[src/rtl/gridx_power_pkg.sv]
// Shared types for the gridx SRAM bank power path: power-state encodings,
// the wake sequencer FSM states and the width of its event counters.
package gridx_power_pkg;

    typedef enum logic [1:0] {
        PWR_SLEEP  = 2'b00,
        PWR_IDLE   = 2'b01,
        PWR_ACTIVE = 2'b10
    } pwr_state_e;

    typedef enum logic [2:0] {
        SEQ_IDLE,
        SEQ_WAKE,
        SEQ_SETTLE,
        SEQ_RELOAD_REQ,
        SEQ_RELOAD_WAIT,
        SEQ_GRANT
    } seq_state_e;

    localparam int CNT_W = 16;

endpackage

[src/rtl/bank_wake_sequencer_if.sv]
// Tile-buffer request / SRAM grant bundle. The tile buffer is the master;
// the wake sequencer is the slave that accepts requests and issues grants.
interface bank_wake_sequencer_if #(
    parameter int BANK_SEL_W = 3,
    parameter int ADDR_W     = 16
);

    logic                  req_valid;
    logic                  req_ready;
    logic [BANK_SEL_W-1:0] req_bank;
    logic [ADDR_W-1:0]     req_addr;

    logic                  grant_valid;
    logic [BANK_SEL_W-1:0] grant_bank;
    logic [ADDR_W-1:0]     grant_addr;
    logic                  grant_err;

    modport master (
        output req_valid, req_bank, req_addr,
        input  req_ready, grant_valid, grant_bank, grant_addr, grant_err
    );

    modport slave (
        input  req_valid, req_bank, req_addr,
        output req_ready, grant_valid, grant_bank, grant_addr, grant_err
    );

endinterface

[src/rtl/sat_counter.sv]
// Event counter that sticks at all-ones instead of wrapping, so a long run
// never makes the wake/reload statistics look small again.
module sat_counter
    import gridx_power_pkg::*;
#(
    parameter int WIDTH = CNT_W
) (
    input  logic             clk,
    input  logic             reset,
    input  logic             inc,
    output logic [WIDTH-1:0] count
);

    logic [WIDTH-1:0] count_q;
    logic [WIDTH-1:0] count_d;

    always_comb begin
        count_d = count_q;
        if (inc && (count_q != {WIDTH{1'b1}})) begin
            count_d = count_q + WIDTH'(1);
        end
    end

    always_ff @(posedge clk) begin
        if (reset) begin
            count_q <= '0;
        end else begin
            count_q <= count_d;
        end
    end

    assign count = count_q;

endmodule

[src/rtl/bank_wake_sequencer.sv]
// Holds a tile-buffer access to a gated or slept SRAM bank until the bank is
// powered and, if its contents were lost, reloaded by DMA; then grants it.
module bank_wake_sequencer
    import gridx_power_pkg::*;
#(
    parameter int NUM_BANKS    = 8,
    parameter int BANK_SEL_W   = 3,
    parameter int ADDR_W       = 16,
    parameter int WAKE_CYCLES  = 4,
    parameter int WAKE_TIMEOUT = 64
) (
    input  logic                  clk,
    input  logic                  reset,

    bank_wake_sequencer_if.slave  req_if,

    input  logic [NUM_BANKS-1:0]  bank_power_enable,
    input  logic [NUM_BANKS-1:0]  bank_needs_reload,
    output logic [NUM_BANKS-1:0]  bank_active,
    output logic [NUM_BANKS-1:0]  force_enable,

    output logic                  reload_req_valid,
    output logic [BANK_SEL_W-1:0] reload_req_bank,
    input  logic                  reload_req_ready,
    input  logic                  reload_done,

    output logic [CNT_W-1:0]      wake_count,
    output logic [CNT_W-1:0]      reload_count
);

    localparam int TMR_MAX = (WAKE_TIMEOUT > WAKE_CYCLES) ? WAKE_TIMEOUT : WAKE_CYCLES;
    localparam int TMR_W   = $clog2(TMR_MAX + 1);

    seq_state_e            state_q, state_d;
    logic [BANK_SEL_W-1:0] bank_q, bank_d;
    logic [ADDR_W-1:0]     addr_q, addr_d;
    logic                  err_q, err_d;
    logic                  bad_bank_q, bad_bank_d;
    logic                  reload_pending_q, reload_pending_d;
    logic                  was_asleep_q, was_asleep_d;
    logic [TMR_W-1:0]      timer_q, timer_d;

    logic                  wake_inc;
    logic                  reload_inc;

    logic [NUM_BANKS-1:0]  req_onehot;
    logic [NUM_BANKS-1:0]  cur_onehot;
    logic                  req_bad;
    logic                  req_enabled;
    logic                  req_lost;
    logic                  cur_enabled;
    logic                  cur_lost;
    logic                  settle_done;
    logic                  wake_expired;

    // Out-of-range bank selects shift the one-hot to zero, so they never
    // touch the power controller.
    assign req_onehot   = NUM_BANKS'(1) << req_if.req_bank;
    assign cur_onehot   = NUM_BANKS'(1) << bank_q;
    assign req_bad      = int'(req_if.req_bank) >= NUM_BANKS;
    assign req_enabled  = |(bank_power_enable & req_onehot);
    assign req_lost     = |(bank_needs_reload & req_onehot);
    assign cur_enabled  = |(bank_power_enable & cur_onehot);
    assign cur_lost     = |(bank_needs_reload & cur_onehot);
    assign settle_done  = !was_asleep_q || (timer_q == TMR_W'(WAKE_CYCLES - 1));
    assign wake_expired = (timer_q == TMR_W'(WAKE_TIMEOUT - 1));

    always_comb begin
        state_d          = state_q;
        bank_d           = bank_q;
        addr_d           = addr_q;
        err_d            = err_q;
        bad_bank_d       = bad_bank_q;
        reload_pending_d = reload_pending_q;
        was_asleep_d     = was_asleep_q;
        timer_d          = timer_q;
        wake_inc         = 1'b0;
        reload_inc       = 1'b0;

        case (state_q)
            SEQ_IDLE: begin
                if (req_if.req_valid) begin
                    bank_d           = req_if.req_bank;
                    addr_d           = req_if.req_addr;
                    bad_bank_d       = req_bad;
                    err_d            = req_bad;
                    reload_pending_d = req_lost;
                    was_asleep_d     = !req_enabled && req_lost;
                    timer_d          = '0;
                    if (req_bad || (req_enabled && !req_lost)) begin
                        state_d = SEQ_GRANT;
                    end else begin
                        state_d  = SEQ_WAKE;
                        wake_inc = 1'b1;
                    end
                end
            end

            // The controller drops needs_reload one cycle after re-enabling,
            // so the flag is accumulated rather than sampled once.
            SEQ_WAKE: begin
                reload_pending_d = reload_pending_q || cur_lost;
                timer_d          = timer_q + TMR_W'(1);
                if (cur_enabled) begin
                    timer_d = '0;
                    state_d = reload_pending_d ? SEQ_SETTLE : SEQ_GRANT;
                end else if (wake_expired) begin
                    err_d   = 1'b1;
                    state_d = SEQ_GRANT;
                end
            end

            SEQ_SETTLE: begin
                timer_d = timer_q + TMR_W'(1);
                if (settle_done) begin
                    state_d = SEQ_RELOAD_REQ;
                end
            end

            SEQ_RELOAD_REQ: begin
                if (reload_req_ready) begin
                    state_d = SEQ_RELOAD_WAIT;
                end
            end

            SEQ_RELOAD_WAIT: begin
                if (reload_done) begin
                    reload_inc = 1'b1;
                    state_d    = SEQ_GRANT;
                end
            end

            SEQ_GRANT: begin
                state_d = SEQ_IDLE;
            end

            default: begin
                state_d = SEQ_IDLE;
            end
        endcase
    end

    always_ff @(posedge clk) begin
        if (reset) begin
            state_q          <= SEQ_IDLE;
            bank_q           <= '0;
            addr_q           <= '0;
            err_q            <= 1'b0;
            bad_bank_q       <= 1'b0;
            reload_pending_q <= 1'b0;
            was_asleep_q     <= 1'b0;
            timer_q          <= '0;
        end else begin
            state_q          <= state_d;
            bank_q           <= bank_d;
            addr_q           <= addr_d;
            err_q            <= err_d;
            bad_bank_q       <= bad_bank_d;
            reload_pending_q <= reload_pending_d;
            was_asleep_q     <= was_asleep_d;
            timer_q          <= timer_d;
        end
    end

    // force_enable covers the whole reload window so a slow DMA cannot let
    // the bank fall back to idle before the data is restored.
    always_comb begin
        req_if.req_ready   = (state_q == SEQ_IDLE);
        req_if.grant_valid = (state_q == SEQ_GRANT);
        req_if.grant_bank  = (state_q == SEQ_GRANT) ? bank_q : '0;
        req_if.grant_addr  = (state_q == SEQ_GRANT) ? addr_q : '0;
        req_if.grant_err   = (state_q == SEQ_GRANT) && err_q;

        bank_active = '0;
        if ((state_q != SEQ_IDLE) && !bad_bank_q) begin
            bank_active = cur_onehot;
        end

        force_enable = '0;
        if ((state_q == SEQ_SETTLE) || (state_q == SEQ_RELOAD_REQ) ||
            (state_q == SEQ_RELOAD_WAIT)) begin
            force_enable = cur_onehot;
        end

        reload_req_valid = (state_q == SEQ_RELOAD_REQ);
        reload_req_bank  = (state_q == SEQ_RELOAD_REQ) ? bank_q : '0;
    end

    sat_counter #(.WIDTH(CNT_W)) u_wake_counter (
        .clk   (clk),
        .reset (reset),
        .inc   (wake_inc),
        .count (wake_count)
    );

    sat_counter #(.WIDTH(CNT_W)) u_reload_counter (
        .clk   (clk),
        .reset (reset),
        .inc   (reload_inc),
        .count (reload_count)
    );

endmodule
[src/flat_wrapper.sv]
// flat-port wrapper written by rule: the top's interface ports become plain ports
module bank_wake_sequencer_flat import gridx_power_pkg::*;
#(
    parameter int NUM_BANKS    = 8,
    parameter int BANK_SEL_W   = 3,
    parameter int ADDR_W       = 16,
    parameter int WAKE_CYCLES  = 4,
    parameter int WAKE_TIMEOUT = 64
)
  (clk, reset, bank_power_enable, bank_needs_reload, bank_active, force_enable, reload_req_valid, reload_req_bank, reload_req_ready, reload_done, wake_count, reload_count, req_if_req_valid, req_if_req_bank, req_if_req_addr, req_if_req_ready, req_if_grant_valid, req_if_grant_bank, req_if_grant_addr, req_if_grant_err);
  bank_wake_sequencer_if #(.BANK_SEL_W(BANK_SEL_W), .ADDR_W(ADDR_W)) req_if_i ();
  input  logic clk;
  input  logic reset;
  input  logic [NUM_BANKS-1:0] bank_power_enable;
  input  logic [NUM_BANKS-1:0] bank_needs_reload;
  output logic [NUM_BANKS-1:0] bank_active;
  output logic [NUM_BANKS-1:0] force_enable;
  output logic reload_req_valid;
  output logic [BANK_SEL_W-1:0] reload_req_bank;
  input  logic reload_req_ready;
  input  logic reload_done;
  output logic [CNT_W-1:0] wake_count;
  output logic [CNT_W-1:0] reload_count;
  input wire logic [$bits(req_if_i.req_valid)-1:0] req_if_req_valid;
  input wire logic [$bits(req_if_i.req_bank)-1:0] req_if_req_bank;
  input wire logic [$bits(req_if_i.req_addr)-1:0] req_if_req_addr;
  output wire logic [$bits(req_if_i.req_ready)-1:0] req_if_req_ready;
  output wire logic [$bits(req_if_i.grant_valid)-1:0] req_if_grant_valid;
  output wire logic [$bits(req_if_i.grant_bank)-1:0] req_if_grant_bank;
  output wire logic [$bits(req_if_i.grant_addr)-1:0] req_if_grant_addr;
  output wire logic [$bits(req_if_i.grant_err)-1:0] req_if_grant_err;
  assign req_if_i.req_valid = req_if_req_valid;
  assign req_if_i.req_bank = req_if_req_bank;
  assign req_if_i.req_addr = req_if_req_addr;
  assign req_if_req_ready = req_if_i.req_ready;
  assign req_if_grant_valid = req_if_i.grant_valid;
  assign req_if_grant_bank = req_if_i.grant_bank;
  assign req_if_grant_addr = req_if_i.grant_addr;
  assign req_if_grant_err = req_if_i.grant_err;
  bank_wake_sequencer #(.NUM_BANKS(NUM_BANKS), .BANK_SEL_W(BANK_SEL_W), .ADDR_W(ADDR_W), .WAKE_CYCLES(WAKE_CYCLES), .WAKE_TIMEOUT(WAKE_TIMEOUT)) u_core (.clk(clk), .reset(reset), .req_if(req_if_i), .bank_power_enable(bank_power_enable), .bank_needs_reload(bank_needs_reload), .bank_active(bank_active), .force_enable(force_enable), .reload_req_valid(reload_req_valid), .reload_req_bank(reload_req_bank), .reload_req_ready(reload_req_ready), .reload_done(reload_done), .wake_count(wake_count), .reload_count(reload_count));
endmodule
[config.mk]
export PLATFORM = sky130hd
export DESIGN_NAME = bank_wake_sequencer_flat
export DESIGN_NICKNAME = d
export VERILOG_FILES = /design/src/rtl/gridx_power_pkg.sv /design/src/rtl/bank_wake_sequencer_if.sv /design/src/rtl/sat_counter.sv /design/src/rtl/bank_wake_sequencer.sv /design/src/flat_wrapper.sv
export SDC_FILE = /design/constraint.sdc
export NUM_CORES = 1
export LEC_CHECK = 0
export ABC_CLOCK_PERIOD_IN_PS = 7850
export CELL_PAD_IN_SITES_DETAIL_PLACEMENT = 0
export CELL_PAD_IN_SITES_GLOBAL_PLACEMENT = 1
export CORE_ASPECT_RATIO = 1.25
export CORE_MARGIN = 4
export CORE_UTILIZATION = 35
export DETAILED_ROUTE_END_ITERATION = 7
export PLACE_DENSITY = 0.92
export SYNTH_ARGS = -nofsm -noshare
export SYNTH_HDL_FRONTEND = slang
export SYNTH_SLANG_ARGS = --single-unit
[constraint.sdc]
create_clock -name clk -period 7.85 [get_ports clk]
set_input_delay 2.355 -clock clk [delete_from_list [all_inputs] [get_ports clk]]
set_output_delay 2.355 -clock clk [all_outputs]
set_load 0.01 [all_outputs]
==> results.py, run 1 <==
metrics = {
    "timing": {
        "fin_crit_ns": 5.05,
        "fin_ws_ns": 2.80,
        "period_share_pct": 64.4,
        "hold_viol_final": 0,
        "fin_skew_ns": 0.00417,
        "fmax_mhz": 198,
        "slew_violations": 0,
        "tightest_slew_ns": 0.957,
        "final-setup-viol-count": 0,
        "relSlewSlack_pct": 36.0,
        "grt_setup_unrepaired": "no",
        "setup_tns_ns": 0,
    },
    "synth": {
        "synthFlopType": "dfxtp_1",
        "synth.distinct_cells": 61,
        "syn_inst": 452,
        "async_reset_ff_share_pct": 0,
        "ys_warn_count": 0,
        "syn_avg_cell_area_um2": 7.95,
        "ys_seq_area_share_pct": 35.7,
        "synth_area_um2": 3590,
        "synth-seq-cells": 64,
        "synth_edf_count": 0,
        "synth_fp_nets": 495,
    },
    "cells_and_area": {
        "nets": 590,
        "post-route-util_pct": 50.1,
        "areaGrowthSynthToFinish_pct": 40.2,
        "finish.instance_area_um2": 5040,
        "layout-drive-gt1-share_pct": 5.80,
        "n_antenna_cell": 0,
        "nFillCells": 977,
    },
    "route": {
        "totalWireLength_um": 9490,
        "drt_iter0_markers": 234,
        "remaining_drc_errors": 0,
        "via_per_inst": 5.18,
        "vias": 3529,
        "final_antenna_net_count": 0,
        "wire_per_inst_um": 13.9,
        "first_pass_iters": 4,
    },
    "setup_path": {
        "cp_max_fo": 19,
        "critPathCapture": "req_if_grant_err",
        "cp-end-kind": "primary output",
        "reg2reg_slack_ns": 4.86,
        "critPathKind": "reg -> out",
        "worst_setup_path_start_kind": "flop",
        "arrival_ns": 2.70,
        "critPathLaunch": "u_core.state_q[2]",
        "r2r-start": "u_core.state_q[1]",
        "cp_data_required_time_ns": 5.50,
        "reg2reg_to": "u_core.u_wake_counter.count[7]",
        "worst_r2r_path_depth": 6,
        "max_stage_delay_ns": 0.76,
        "slowest_stage": "nor2_1",
        "cp_cell_sequence": "nand2_1, nor2_1, and2_1, clkdlybuf4s50_1",
    },
    "floorplan": {
        "die_w_um": 98.6,
        "initial_utilization_pct": 35.7,
        "dieArea_um2": 12000,
        "die_h_um": 121,
        "pin_count": 114,
        "core_um2": 10100,
        "num_rows": 41,
    },
    "global_route": {
        "grt_max_degree": 61,
        "grt_antenna_before_repair": 0,
        "grt_first_pass_wirelength_um": 16100,
        "grt_pass1_vias": 3427,
        "grtUsageTotal_pct": 16.1,
        "grt.overflow.total": 0,
    },
    "cts": {
        "cts_buffer_depth": 2,
        "cts_resized": 0,
        "insertion_delay_ns": 0.31,
        "cts_tree": "done",
        "clock-sinks": 64,
        "cts_made_buffers": 9,
        "post-cts-setup-buffers": 0,
        "cts-root-buf": "clkbuf_16",
        "path_clk_slew_ns": 0.05,
        "htree_levels": 3,
        "postCtsHoldBufs": 0,
    },
    "power_and_ir_drop": {
        "power_mw": 1.09,
        "power.density_nw_per_um2": 217,
        "vdd_drop_max_mv": 0.159,
        "leakage_nw": 1.70,
    },
    "placed_design": {
        "pre_cts_ws_ns": 2.89,
        "placed_area_um2": 4750,
        "io_buffer_count": 113,
        "hpwlAfterDp_um": 6990,
        "routabilityCongestion": 0.832,
    },
    "hold_path": {
        "worstHoldStart": "u_core.addr_q[11]",
        "min-delay-path-class": "reg -> reg",
    },
    "outcome": {
        "outcome": "finished clean",
    },
    "job": {
        "drv_cap": 0,
    },
}
[sequential cells by signal, indices dropped and copies added, names as in the netlist]
signal / flops
u_core.addr_q: 16
u_core.u_reload_counter.count: 16
u_core.u_wake_counter.count: 16
u_core.timer_q: 7
u_core.bank_q: 3
u_core.state_q: 3
u_core.err_q: 1
u_core.reload_pending_q: 1
u_core.was_asleep_q: 1
[synth_stat cells, types with 9 or more instances]
cell type	instances	area (µm²)
nand2_1	64	240
mux2i_1	9	90.1
nand4_1	12	75.1
buf_2	9	45.0
nand3_1	13	65.1
o21ai_0	13	65.1
xnor2_1	9	78.8
and2_1	23	144
clkbuf_1	19	71.3
dfxtp_1	64	1280
nor2_1	46	173
nor3_1	20	100
a21oi_1	40	200
xor2_1	10	87.6
[stage by stage]
stage	std cells	hold WS, ns
after floorplan	452	0.432
after detailed placement	665	0.442
final	681	0.447
after global placement	665	0.438
after global routing	681	0.472
after CTS	681	0.449
[layer usage]
layer  share of wire [%]  wire length (µm)  global-route usage (%)  up-vias
met2                  50              4730                    27.3       86
met5                   0                 0                       0        -
li1                    -                 -                       -     1795
met3                 4.7               449                    3.68       12
met1                  44              4190                    20.1     1636
met4                 1.2               118                    5.21        0
[final cells by class]
type	instances	area (µm²)	area share (%)
Clock buffer	10	229	4.55
Tap cell	129	161	3.20
Timing Repair Buffer	114	1130	22.5
Clock inverter	6	60.1	1.19
Inverter	7	26.3	0.522
Multi-Input combinational cell	351	2150	42.6
Sequential cell	64	1280	25.4
[critical path: cells and delay by family, from the launching register on]
| family | cells | cell delay, ns |
|---|---|---|
| buffers and inverters | 1 | 0.54 |
| flip-flops | 1 | 0.66 |
| AND/OR/NAND/NOR | 3 | 1.19 |
[power breakdown]
group / switching [mW] / total (mW) / internal [mW]
clock: 0.133 / 0.377 / 0.244
sequential: 0.0499 / 0.410 / 0.360
combinational: 0.173 / 0.308 / 0.135
total: 0.356 / 1.09 / 0.738
[how the worst min path moves through the flow]
stage                        end  slack [ns]  cells past startpoint
2_1_floorplan   u_core.addr_q[0]        0.43                      2
3_3_place_gp   u_core.addr_q[14]        0.44                      2
6_report       u_core.addr_q[11]        0.45                      2
5_1_grt        u_core.addr_q[14]        0.47                      2
4_1_cts        u_core.addr_q[14]        0.45                      2
3_5_place_dp   u_core.addr_q[14]        0.44                      2
[cells by family (layout without fill, tap and decap cells)]
logic type	count (synthesis)	after routing	share of synthesized area, %
XOR/XNOR	19	19	4.63
AO/OA/AOI/OAI	83	83	15.0
adder cells (fa/ha/maj)	3	3	1.05
AND/OR/NAND/NOR	228	228	32.0
flip-flops	64	64	35.7
buffers and inverters	37	137	4.60
multiplexers	18	18	7.00
[placed cells by master, fill, tap and decap left out, drive strengths merged, types with 3 or more instances in the layout]
cell,instances
clkdlybuf4s50,112
nand2,64
dfxtp,64
nor2,47
a21oi,40
and2,23
nor3,21
o21ai,14
nand3,13
nand4,12
xor2,10
clkbuf,10
mux2i,9
xnor2,9
nor4,7
nor2b,7
or3,7
inv,7
mux2,5
or4,5
a31oi,4
and3,4
nor3b,4
o31ai,4
mux4,4
ha,3
clkinv,3
or2,3
Power figures use the tool's default switching activity.
==> run 2: changes to the inputs <==
Settings changed: ABC_CLOCK_PERIOD_IN_PS 7850 to 4300, CORE_UTILIZATION 35 to 30, PLACE_DENSITY 0.92 to 0.84.
Clock period 7.85 ns to 4.3 ns, I/O delays scaled along.
==> run 2 against run 1 <==
Effect of this change:
- clock-buffer cell count fell by 1
- hold slack improved by 0.0014 ns
- combinational power rose by 92%
- sequential power rose by 80%
- cell area rose by 2.5%
- power rose by 98%
- non-clock buffer count rose by 4
- global-route usage fell by 1.5 points
- via count rose by 0.57%
- largest cell class unchanged
- largest power group is now the clock network
==> results.py, run 2 (same netlist as run 1, synthesis figures left out) <==
metrics = {
    "outcome": {
        "outcome": "finished clean",
    },
    "cells_and_area": {
        "fin_cells": 717,
        "final_cell_mix": "112 x clkdlybuf4s50_1, 64 x nand2_1, 64 x dfxtp_1, 46 x nor2_1, 40 x a21oi_1",
        "layout-drive-gt1-share_pct": 6.65,
        "areaGrowthSynthToFinish_pct": 43.7,
        "final_common_cell": "clkdlybuf4s50_1",
        "post-route-util_pct": 44.2,
        "n_antenna_cell": 0,
        "nets": 594,
    },
    "hold_path": {
        "min-delay-path-class": "reg -> reg",
    },
    "route": {
        "first_pass_iters": 4,
        "met3_length_um": 467,
        "via_per_inst": 4.95,
        "remaining_drc_errors": 0,
        "drt_iter0_markers": 186,
        "dr.max_layer_used": "met4",
        "wire_per_inst_um": 14.0,
        "wl_met2_um": 4990,
        "vias": 3549,
        "wirelength_met1_um": 4490,
        "totalWireLength_um": 10000,
        "final_antenna_net_count": 0,
    },
    "setup_path": {
        "cp-end-kind": "flop",
        "arrival_ns": 3.80,
        "cp_cell_sequence": "clkdlybuf4s50_1, or3b_2, o2111ai_1, o21ai_0, o21ai_4, nor4b_1, mux2_2",
        "worst_setup_path_start_kind": "input pin",
        "cp_data_required_time_ns": 4.51,
        "max_stage_delay_ns": 0.62,
        "cp_max_fo": 28,
        "slowest_stage": "clkdlybuf4s50_1",
        "critPathKind": "in -> reg",
        "reg2reg_slack_ns": 1.66,
    },
    "floorplan": {
        "core_um2": 11700,
        "initial_utilization_pct": 30.8,
        "dieArea_um2": 13800,
        "die_w_um": 106,
        "pin_count": 114,
        "die_h_um": 130,
        "num_rows": 44,
    },
    "timing": {
        "slew_violations": 0,
        "final-setup-viol-count": 0,
        "setup_tns_ns": 0,
        "fmax_mhz": 278,
        "relSlewSlack_pct": 42.3,
        "hold_viol_final": 0,
        "period_share_pct": 83.6,
        "fin_crit_ns": 3.59,
        "fin_skew_ns": 0.00777,
        "fin_ws_ns": 0.706,
        "tightest_slew_ns": 0.860,
        "grt_setup_unrepaired": "no",
    },
    "cts": {
        "post-cts-setup-buffers": 0,
        "cts-root-buf": "clkbuf_16",
        "htree_levels": 3,
        "insertion_delay_ns": 0.32,
        "path_clk_slew_ns": 0.06,
        "cts_made_buffers": 9,
        "cts_buffer_depth": 2,
        "postCtsHoldBufs": 0,
        "cts_tree": "done",
        "cts_resized": 0,
        "clock-sinks": 64,
    },
    "job": {
        "drv_cap": 0,
    },
    "global_route": {
        "grt_pass1_vias": 3514,
        "grtUsageTotal_pct": 14.6,
        "grt_first_pass_wirelength_um": 16800,
        "grt_antenna_before_repair": 0,
        "grt_max_degree": 40,
        "grt.overflow.total": 0,
    },
    "power_and_ir_drop": {
        "power.density_nw_per_um2": 419,
        "leakage_nw": 1.75,
        "vdd_drop_max_mv": 0.226,
        "power_mw": 2.16,
    },
    "placed_design": {
        "dp.cells": 701,
        "pre_cts_ws_ns": 0.393,
        "hpwlAfterDp_um": 7360,
        "io_buffer_count": 113,
        "routabilityCongestion": 0.790,
    },
}
run 2: power by group:
group          switching (mW)  total, mW  leakage, nW  internal [mW]
logic                   0.330      0.590         1.06          0.260
registers              0.0817      0.738        0.519          0.656
clock network           0.268      0.835        0.166          0.567
total                   0.680       2.16         1.75           1.48
run 2: area by class of cell:
type / instances / area, µm²
fillers: 1169 / 6510
multi-input cells: 351 / 2150
flip-flops and latches: 64 / 1280
repair buffers: 118 / 1160
clock buffers: 9 / 225
well taps: 161 / 201
clock inverters: 7 / 120
inverters: 7 / 26.3
run 2: stage by stage:
step                hold slack (ns)  cell area [µm²]
global route                  0.473             5160
CTS                           0.452             5160
detailed placement            0.444             4820
floorplan                     0.432             3590
global placement              0.440             4820
finish                        0.449             5160
run 2: worst max-delay path, delay by kind of cell:
| family | cells | cell delay, ns |
|---|---|---|
| AO/OA/AOI/OAI | 3 | 0.88 |
| buffers and inverters | 1 | 0.62 |
| multiplexers | 1 | 0.30 |
| AND/OR/NAND/NOR | 2 | 0.69 |
run 2: final timing paths:
| path | to | from | cells past startpoint |
|---|---|---|---|
| hold reg to reg | u_core.addr_q[12] | u_core.addr_q[12] | 2 |
| hold / removal | u_core.addr_q[12] | u_core.addr_q[12] | 2 |
| setup / recovery | u_core.u_wake_counter.count[7] | req_if_req_bank[1] | 7 |
| setup reg to reg | u_core.u_wake_counter.count[7] | u_core.state_q[1] | 7 |
run 2: routing by layer:
layer | GRT usage (%) | up-vias
met1 | 17.4 | 1648
met3 | 2.97 | 10
li1 | - | 1804
met5 | 0 | -
met4 | 4.12 | 0
met2 | 26.5 | 87
